===== config.mk =====
export PLATFORM = sky130hd
export DESIGN_NAME = read_registers_q
export DESIGN_NICKNAME = d
export VERILOG_FILES = /design/src/rtl/read_registers_q.sv
export SDC_FILE = /design/constraint.sdc
export NUM_CORES = 1
export LEC_CHECK = 0
export BUFFER_PORTS_ARGS = -buffer_cell sky130_fd_sc_hd__buf_2
export CORE_AREA = 2 2 167 169
export DETAILED_ROUTE_END_ITERATION = 8
export DIE_AREA = 0 0 169 171
export PLACE_DENSITY = 0.67
export SLEW_MARGIN = 20
export SYNTH_ARGS = -nofsm -noshare
export SYNTH_HDL_FRONTEND = slang
export SYNTH_SLANG_ARGS = --single-unit
export TNS_END_PERCENT = 100

===== constraint.sdc =====
create_clock -name clk -period 9 [get_ports clk]
set_input_delay 1.8 -clock clk [delete_from_list [all_inputs] [get_ports clk]]
set_output_delay 1.8 -clock clk [all_outputs]
set_load 0.005 [all_outputs]

===== src/rtl/read_registers_q.sv =====
// read_registers_q
//   Register-read stage between decode and execute. Decoded instructions go
//   into an in-order circular queue of DEPTH entries. The head entry's source
//   indices go to the register file. The head issues to execute once no
//   unresolved RAW hazard remains against the NUM_HAZ downstream writer
//   stages. Index 0 of the hazard ports is the youngest stage (execute).
//
// Handshake semantics (both sides):
//   - Decode side: an entry is accepted in a cycle when decode_valid=1 and
//     decode_stall=0. When decode_valid=1 and decode_stall=1, decode must hold
//     the entry stable. decode_stall is only asserted while decode_valid=1.
//   - Execute side: valid=1 means the head entry is issued this cycle and is
//     consumed. valid already accounts for stall, so execute never sees
//     valid=1 while it is stalling.
//   - flush overrides everything. In the flush cycle nothing issues, nothing
//     is accepted, decode_stall=0, and the queue is empty from the next cycle.
//
// Optional feature (compile-time macro RR_FORWARD_EN):
//   - When defined, a hazard is resolved when the governing writer stage has
//     haz_data_ok set. The operand is then taken from haz_data for that stage.
//   - When undefined, any hazard blocks, and the operand values always come
//     from the register file.
//
// Ports:
//   clk, reset (async, active-high), flush
//   decode_* fields and decode_valid/decode_exception_*, decode_stall out
//   read_rs1/read_rs2 out, rs1_val/rs2_val in (register file)
//   haz_rd/haz_valid/haz_data/haz_data_ok in (downstream writers)
//   *_out head entry fields, rs*_val_out operands, exception_*_out
//   valid out (issue), stall in (execute back-pressure)

module read_registers_q #(
  parameter int XLEN    = 32,
  parameter int DEPTH   = 2,
  parameter int NUM_HAZ = 2
) (
  input  logic                    clk,
  input  logic                    reset,
  input  logic                    flush,
  input  logic [6:0]              decode_opcode,
  input  logic [4:0]              decode_rd,
  input  logic [4:0]              decode_rs1,
  input  logic [4:0]              decode_rs2,
  input  logic [2:0]              decode_funct3,
  input  logic [6:0]              decode_funct7,
  input  logic [XLEN-1:0]         decode_imm,
  input  logic [XLEN-1:0]         decode_pc,
  input  logic                    decode_valid,
  input  logic [5:0]              decode_exception_num,
  input  logic                    decode_exception_valid,
  output logic                    decode_stall,
  output logic [4:0]              read_rs1,
  output logic [4:0]              read_rs2,
  input  logic [XLEN-1:0]         rs1_val,
  input  logic [XLEN-1:0]         rs2_val,
  input  logic [5*NUM_HAZ-1:0]    haz_rd,
  input  logic [NUM_HAZ-1:0]      haz_valid,
  input  logic [XLEN*NUM_HAZ-1:0] haz_data,
  input  logic [NUM_HAZ-1:0]      haz_data_ok,
  output logic [6:0]              opcode_out,
  output logic [4:0]              rd_out,
  output logic [4:0]              rs1_out,
  output logic [4:0]              rs2_out,
  output logic [2:0]              funct3_out,
  output logic [6:0]              funct7_out,
  output logic [XLEN-1:0]         imm_out,
  output logic [XLEN-1:0]         pc_out,
  output logic [XLEN-1:0]         rs1_val_out,
  output logic [XLEN-1:0]         rs2_val_out,
  output logic [5:0]              exception_num_out,
  output logic                    exception_valid_out,
  output logic                    valid,
  input  logic                    stall
);

  localparam int AW = $clog2(DEPTH);
  localparam logic [AW:0] FULL_CNT = (AW + 1)'(DEPTH);

`ifdef RR_FORWARD_EN
  localparam bit FWD_EN = 1'b1;
`else
  localparam bit FWD_EN = 1'b0;
`endif

  typedef struct packed {
    logic [6:0]      opcode;
    logic [4:0]      rd;
    logic [4:0]      rs1;
    logic [4:0]      rs2;
    logic [2:0]      funct3;
    logic [6:0]      funct7;
    logic [XLEN-1:0] imm;
    logic [XLEN-1:0] pc;
    logic [5:0]      exc_num;
    logic            exc_valid;
  } entry_t;

  entry_t          r_mem [DEPTH];
  logic [AW-1:0]   r_wr_ptr;
  logic [AW-1:0]   r_rd_ptr;
  logic [AW:0]     r_count;

  entry_t          w_head;
  entry_t          w_new;
  logic            w_rs1_hit, w_rs2_hit;
  logic            w_rs1_ok, w_rs2_ok;
  logic [XLEN-1:0] w_rs1_fwd, w_rs2_fwd;
  logic            w_blocked;
  logic            w_advance;
  logic            w_ingest;

  assign w_head = r_mem[r_rd_ptr];

  always_comb begin
    w_new           = '0;
    w_new.opcode    = decode_opcode;
    w_new.rd        = decode_rd;
    w_new.rs1       = decode_rs1;
    w_new.rs2       = decode_rs2;
    w_new.funct3    = decode_funct3;
    w_new.funct7    = decode_funct7;
    w_new.imm       = decode_imm;
    w_new.pc        = decode_pc;
    w_new.exc_num   = decode_exception_num;
    w_new.exc_valid = decode_exception_valid;
  end

  // Hazard search. The loop runs from oldest to youngest stage, so the lowest
  // matching index is written last and governs. x0 never carries a hazard.
  always_comb begin
    w_rs1_hit = 1'b0;
    w_rs2_hit = 1'b0;
    w_rs1_ok  = 1'b0;
    w_rs2_ok  = 1'b0;
    w_rs1_fwd = '0;
    w_rs2_fwd = '0;
    for (int i = NUM_HAZ - 1; i >= 0; i--) begin
      if (haz_valid[i] && (haz_rd[i*5 +: 5] == w_head.rs1)) begin
        w_rs1_hit = 1'b1;
        w_rs1_ok  = haz_data_ok[i];
        w_rs1_fwd = haz_data[i*XLEN +: XLEN];
      end
      if (haz_valid[i] && (haz_rd[i*5 +: 5] == w_head.rs2)) begin
        w_rs2_hit = 1'b1;
        w_rs2_ok  = haz_data_ok[i];
        w_rs2_fwd = haz_data[i*XLEN +: XLEN];
      end
    end
    if (w_head.rs1 == 5'd0) w_rs1_hit = 1'b0;
    if (w_head.rs2 == 5'd0) w_rs2_hit = 1'b0;
  end

  // Without forwarding FWD_EN is 0, so any hit blocks.
  assign w_blocked = (w_rs1_hit & ~(FWD_EN & w_rs1_ok)) |
                     (w_rs2_hit & ~(FWD_EN & w_rs2_ok));

  // An exception entry skips the hazard check because its operands are unused.
  assign w_advance = ~flush & ~stall & (r_count != '0) &
                     (w_head.exc_valid | ~w_blocked);

  // A full queue can still accept an entry when the head leaves in the same cycle.
  assign w_ingest  = ~flush & decode_valid &
                     ((r_count < FULL_CNT) | w_advance);

  assign decode_stall = ~flush & decode_valid & ~w_ingest;
  assign valid        = w_advance;

  always_ff @(posedge clk or posedge reset) begin
    if (reset) begin
      for (int i = 0; i < DEPTH; i++) r_mem[i] <= '0;
      r_wr_ptr <= '0;
      r_rd_ptr <= '0;
      r_count  <= '0;
    end else if (flush) begin
      // Drop every entry. The read pointer catches up with the write pointer.
      r_rd_ptr <= r_wr_ptr;
      r_count  <= '0;
    end else begin
      if (w_ingest) begin
        r_mem[r_wr_ptr] <= w_new;
        r_wr_ptr        <= r_wr_ptr + 1'b1;
      end
      if (w_advance) r_rd_ptr <= r_rd_ptr + 1'b1;
      r_count <= r_count + (AW + 1)'(w_ingest) - (AW + 1)'(w_advance);
    end
  end

  assign read_rs1            = w_head.rs1;
  assign read_rs2            = w_head.rs2;
  assign opcode_out          = w_head.opcode;
  assign rd_out              = w_head.rd;
  assign rs1_out             = w_head.rs1;
  assign rs2_out             = w_head.rs2;
  assign funct3_out          = w_head.funct3;
  assign funct7_out          = w_head.funct7;
  assign imm_out             = w_head.imm;
  assign pc_out              = w_head.pc;
  assign exception_num_out   = w_head.exc_num;
  assign exception_valid_out = w_head.exc_valid;

  assign rs1_val_out = (FWD_EN && w_rs1_hit && w_rs1_ok) ? w_rs1_fwd : rs1_val;
  assign rs2_val_out = (FWD_EN && w_rs2_hit && w_rs2_ok) ? w_rs2_fwd : rs2_val;

endmodule


# After elaboration in Yosys (flattened, before gate mapping)
# Cells that the tools add are included.
# op_classes
n_reduce_logical,10
n_eq_ne,4
add_sub_neg,4
n_lt_le_gt_ge,4
muxes,15
n_bitwise,15
# ops
operator,count
two-way mux 103 bit,4
bitwise mux 206 bit,1
demux 103 bit (select 1 bit),1
equality test 5 bit,4
zero test 5 bit,2
two-way mux 1 bit,8
AND 1 bit,6
logical AND 1 bit,5
"greater-or-equal comparator 2 bit, second input constant",2
inverter 1 bit,4
inverter 1 -> 2 bit,2
nonzero test 2 bit,2
bitwise OR 1 bit,3
"adder 1 bit, second input constant",2
adder 2 x 1 -> 2 bit,1
"< comparator 2 x 1 -> 1 bit, second input constant",1
"< comparator 2 bit, second input constant",1
two-way mux 2 bit,1
AND reduction 2 bit,1
subtractor 2 x 1 -> 2 bit,1
# totals
elab_cells,75
reg_bits,210
out_inout_bits,179
in_bits,250

# Logic depth before layout (Yosys ltp)
# logic_depth
word_depth,18
mapped_depth,14
mapped_depth_nobuf,12

# Worst setup path before layout
# No wires, ideal clock.
# synth_path
path_type,input to output
startpoint,in haz_rd[1]
endpoint,out decode_stall
path_buffers,0
slack_ns,3.807
arrival_time_ns,3.393
t_required_ns,7.200
cell_stages,6
cell_sequence,xnor2_1 > or4_1 > or4b_1 > a41oi_2 > o21ai_1 > nor2_1
# synth_between
elab_chain_len,12
# synth_rtl
element,line,source
"start, declared",56,"input logic [5*NUM_HAZ-1:0] haz_rd,"
equality test 5 bit (on tied branches),"138, 143",
logical AND 1 bit (on tied branches),"138, 143",
two-way mux 1 bit (on tied branches),"138, 143",
two-way mux 1 bit (on tied branches),"149, 150",
bitwise OR 1 bit (*),154,assign w_blocked = (w_rs1_hit & ~(FWD_EN & w_rs1_ok)) |
inverter 1 bit (*),159,(w_head.exc_valid | ~w_blocked);
bitwise OR 1 bit (*),159,
AND 1 bit (*),158,assign w_advance = ~flush & ~stall & (r_count != '0) &
bitwise OR 1 bit (*),163,((r_count < FULL_CNT) | w_advance);
AND 1 bit (*),162,assign w_ingest = ~flush & decode_valid &
inverter 1 bit (*),165,assign decode_stall = ~flush & decode_valid & ~w_ingest;
AND 1 bit (*),165,
"end, declared",51,"output logic decode_stall,"
# Every way passes the cells marked *; elsewhere a longest branch is shown, timed or not.

# Worst setup path after layout
# layout_path
startpoint,reg r_rd_ptr
endpoint,out decode_stall
# layout_between
elab_chain_len,17
# layout_rtl
element,line,source
"start, declared",100,logic [AW-1:0] r_rd_ptr;
"start signal, assigned",176,r_rd_ptr <= r_wr_ptr;
"start signal, assigned",183,if (w_advance) r_rd_ptr <= r_rd_ptr + 1'b1;
inverter 1 -> 2 bit (not written as such) (*),112,assign w_head = r_mem[r_rd_ptr];
two-way mux 103 bit (not written as such) (*) (3 in a row),112,
equality test 5 bit (on tied branches),"138, 143",
logical AND 1 bit (on tied branches),"138, 143",
two-way mux 1 bit (on tied branches) (2 in a row),"138, 143",
two-way mux 1 bit (on tied branches),"149, 150",
bitwise OR 1 bit,154,
inverter 1 bit,159,
bitwise OR 1 bit (*),159,
AND 1 bit (*),158,
bitwise OR 1 bit (*),163,
AND 1 bit (*),162,
inverter 1 bit (*),165,
AND 1 bit (*),165,
# Every way passes the cells marked *; elsewhere a longest branch is shown, timed or not. The select of a mux whose other input is x is not followed.

==> run_results.csv <==
group,metric,value,unit
floorplanning,die_y,171,um
logic_synthesis,seq_area_frac_synth,0.520,
logic_synthesis,synth.avg_cell_area,14.2,um2
pwr,internal_power,3130,uW
routing,routed_via_density,4.90,
logic_synthesis,synth_xor_xnor_area_share,0.0191,
setup_path,startpoint_type,"flop",
pwr,pwr-share-seq,0.378,
logic_synthesis,synthFlopType,"dfrtp_1",
floorplanning,fp-row-count,61,
timing,finalHoldViolations,0,
cts,postCtsHoldBufs,0,
pwr,power_density,382,nW/um2
timing,rsz0062_at_grt,"no",
logic_synthesis,synth_edf_count,0,
global_routing,grt_pass1_vias,6571,
timing,setup_tns,0,ns
pwr,p_clk_frac,0.211,
hold_path,min_path_type,"flop to flop",
routing,dr.pass1.iters,4,
cts,insertion_delay,0.51,ns
routing,drc,0,
timing,slew_headroom,0.375,
logic_synthesis,syn_nets,963,
routing,num_vias,6033,
routing,totalWireLength,21.3,mm
run,max_cap_viol_count,0,
setup_path,path_class,"flop to output pin",
layout,fin_nets,1121,
pwr,p_comb_frac,0.411,
global_routing,overflow,0,
cts,cts_tree,"built",
floorplanning,die-area,28900,um2
cts,h-tree-depth,1,
floorplanning,io-pin-count,429,
logic_synthesis,synth_fa_ha_area_frac,0.00248,
cts,clk_path_buf_depth,3,
floorplanning,coreArea,27300,um2
routing,antenna_left,0,
layout,final_layout_size_suffix_gt1_frac,0.661,
logic_synthesis,synth-compound-area-share,0.00941,
routing,drt-initial-drc-count,217,
logic_synthesis,ys_types,35,
setup_path,end_kind,"output pin",
logic_synthesis,yosys.area_share.simple,0.0218,
cts,cts_buffers,24,
timing,setup_viol,0,
routing,routedWlPerCell,17.3,um
cts,post_cts_buffers,0,
pwr,p_sw,1390,uW
run_status,status,"completed",
global_routing,grt_max_degree,82,
floorplanning,die_w,169,um
logic_synthesis,synth_top_family_by_area,"multiplexers",
cts,cts_repair_resize_count,0,
timing,maxSlewViolCount,0,
layout,syn_to_final_growth,17.0,%
global_routing,track_usage,0.147,
cts,clock_sinks,210,
cts,clockRootBuffer,"clkbuf_16",
pwr,p_leak,0.00528,uW
timing,final.min_clock_period,6.36,ns
logic_synthesis,muxShareOfSynthArea,0.349,
logic_synthesis,synthArstFlopShare,1.00,
pwr,switching_share,0.308,
timing,fin_hold_ws,0.488,ns
timing,fin_crit_sh,0.707,
setup_path,cp_max_fo,53,
setup_path,worstPathArrival,4.56,ns
timing,fmax,157,MHz
placed_design,gp_congestion,0.793,
timing,worst_pin_slew,0.938,ns
setup_path,crit_required,7.20,ns
placed_design,dp_hpwl,13.9,mm
logic_synthesis,synth-seq-cells,210,
logic_synthesis,synthesis.area,10100,um2
layout,n_fill_cell,2540,
logic_synthesis,synth_cells,711,
floorplanning,initial_core_util,0.370,
global_routing,grt_first_pass_wirelength,34.4,mm
timing,fin_skew,0.00736,ns
logic_synthesis,synth_warnings,0,
global_routing,antenna_found_initial,2,
cts,clk_pin_slew_worst_paths,0.06,ns
pwr,peakVddDrop,204,uV
placed_design,portBuffers,234,
[logic make-up (layout without fill, tap and decap cells)]
logic type / Yosys count / after routing
AO/OA/AOI/OAI: 12 / 12
flip-flops: 210 / 210
XOR/XNOR: 22 / 22
multiplexers: 309 / 309
buffers and inverters: 121 / 292
other: 0 / 2
AND/OR/NAND/NOR: 35 / 35
adder cells (fa/ha/maj): 2 / 2
[flip-flops by register name, indices dropped and copies added, names as in the netlist]
signal,count
r_count,2
r_rd_ptr,1
r_mem,206
r_wr_ptr,1
[metrics by stage]
step	utilization	cells	setup slack (ns)	cell area [um2]	total power (uW)
floorplan	-	711	1.46	10100	3010
global placement	0.404	1188	3.09	11000	3560
detailed placement	0.404	1188	3.05	11000	3610
CTS	0.432	1227	2.51	11800	4590
global route	0.433	1229	2.30	11800	4850
finish	0.433	1230	2.64	11800	4520
[synthesized netlist by cell type (2+ instances only)]
cell type | instances | area share
xor2_1 | 3 | 0.0026
nor3b_1 | 2 | 0.0015
nor2_1 | 5 | 0.0019
nor2b_1 | 3 | 0.0019
dfrtp_1 | 210 | 0.52
a32oi_1 | 2 | 0.0017
clkbuf_1 | 13 | 0.0048
nand3_1 | 3 | 0.0015
or4b_1 | 6 | 0.0059
mux2i_4 | 3 | 0.0067
buf_2 | 13 | 0.0064
buf_4 | 80 | 0.059
nand2_1 | 2 | 0.00074
mux2_1 | 4 | 0.0045
nor4_1 | 5 | 0.0031
mux2_2 | 295 | 0.33
mux2i_2 | 6 | 0.0082
xnor2_1 | 19 | 0.016
ha_1 | 2 | 0.0025
nor3_1 | 5 | 0.0025
o21ai_1 | 2 | 0.00099
or4_1 | 3 | 0.0022
inv_1 | 13 | 0.0048
[critical path, stage by stage, from the launching register on]
cell	delay (ns)
dfrtp_4	1.02
buf_4	0.76
mux2i_2	0.48
xnor2_1	0.14
or4b_1	0.50
or4b_1	0.49
a41oi_2	0.31
o21ai_1	0.12
nor2_1	0.11
buf_2	0.12
[routing by layer]
metal	wire length (um)	global-route usage
met5	0	0
met1	8870	0.175
met2	10200	0.251
met3	1650	0.0477
met4	606	0.0505
[final timing paths]
check | from | end | slack (ns) | cells past startpoint
worst min-delay path | r_mem[205]$_DFFE_PP0P_ | r_mem[205]$_DFFE_PP0P_ | 0.49 | 1
worst max register to register | r_rd_ptr$_DFFE_PP0P_ | r_mem[72]$_DFFE_PP0P_ | 4.05 | 9
worst min register to register | r_mem[205]$_DFFE_PP0P_ | r_mem[205]$_DFFE_PP0P_ | 0.49 | 1
min in group asynchronous | reset | r_mem[56]$_DFFE_PP0P_ | 1.38 | 2
worst max-delay path | r_rd_ptr$_DFFE_PP0P_ | decode_stall | 2.64 | 9
max in group asynchronous | reset | r_rd_ptr$_DFFE_PP0P_ | 6.29 | 3
[cell usage in the layout (no fill, tap or decap), drive strengths merged, types with 3 or more instances in the layout]
cell type,n
o21ai,3
mux2,299
nor2b,3
xnor2,19
clkbuf,35
nor3,5
dfrtp,210
nor4,5
buf,240
or4,3
nand3,3
or4b,6
inv,14
xor2,3
nor2,5
mux2i,10
[final cells by class]
| class | instances | area, um2 | area share |
|---|---|---|---|
| clock buffers | 35 | 693 | 0.0586 |
| clock inverters | 4 | 73.8 | 0.00624 |
| well taps | 346 | 433 | 0.0366 |
| multi-input cells | 380 | 4080 | 0.344 |
| diodes | 2 | 5.00 | 0.000423 |
| repair buffers | 240 | 1240 | 0.104 |
| flip-flops and latches | 210 | 5260 | 0.444 |
| inverters | 13 | 56.3 | 0.00476 |
[power by group through the flow]
stage / Sequential [uW] / Clock (uW) / Combinational (uW)
floorplan: 1600 / 0 / 1410
global placement: 1700 / 0 / 1850
detailed placement: 1730 / 0 / 1880
CTS: 1710 / 993 / 1890
global route: 1780 / 1030 / 2040
finish: 1710 / 955 / 1850
Power figures use the tool's default switching activity.
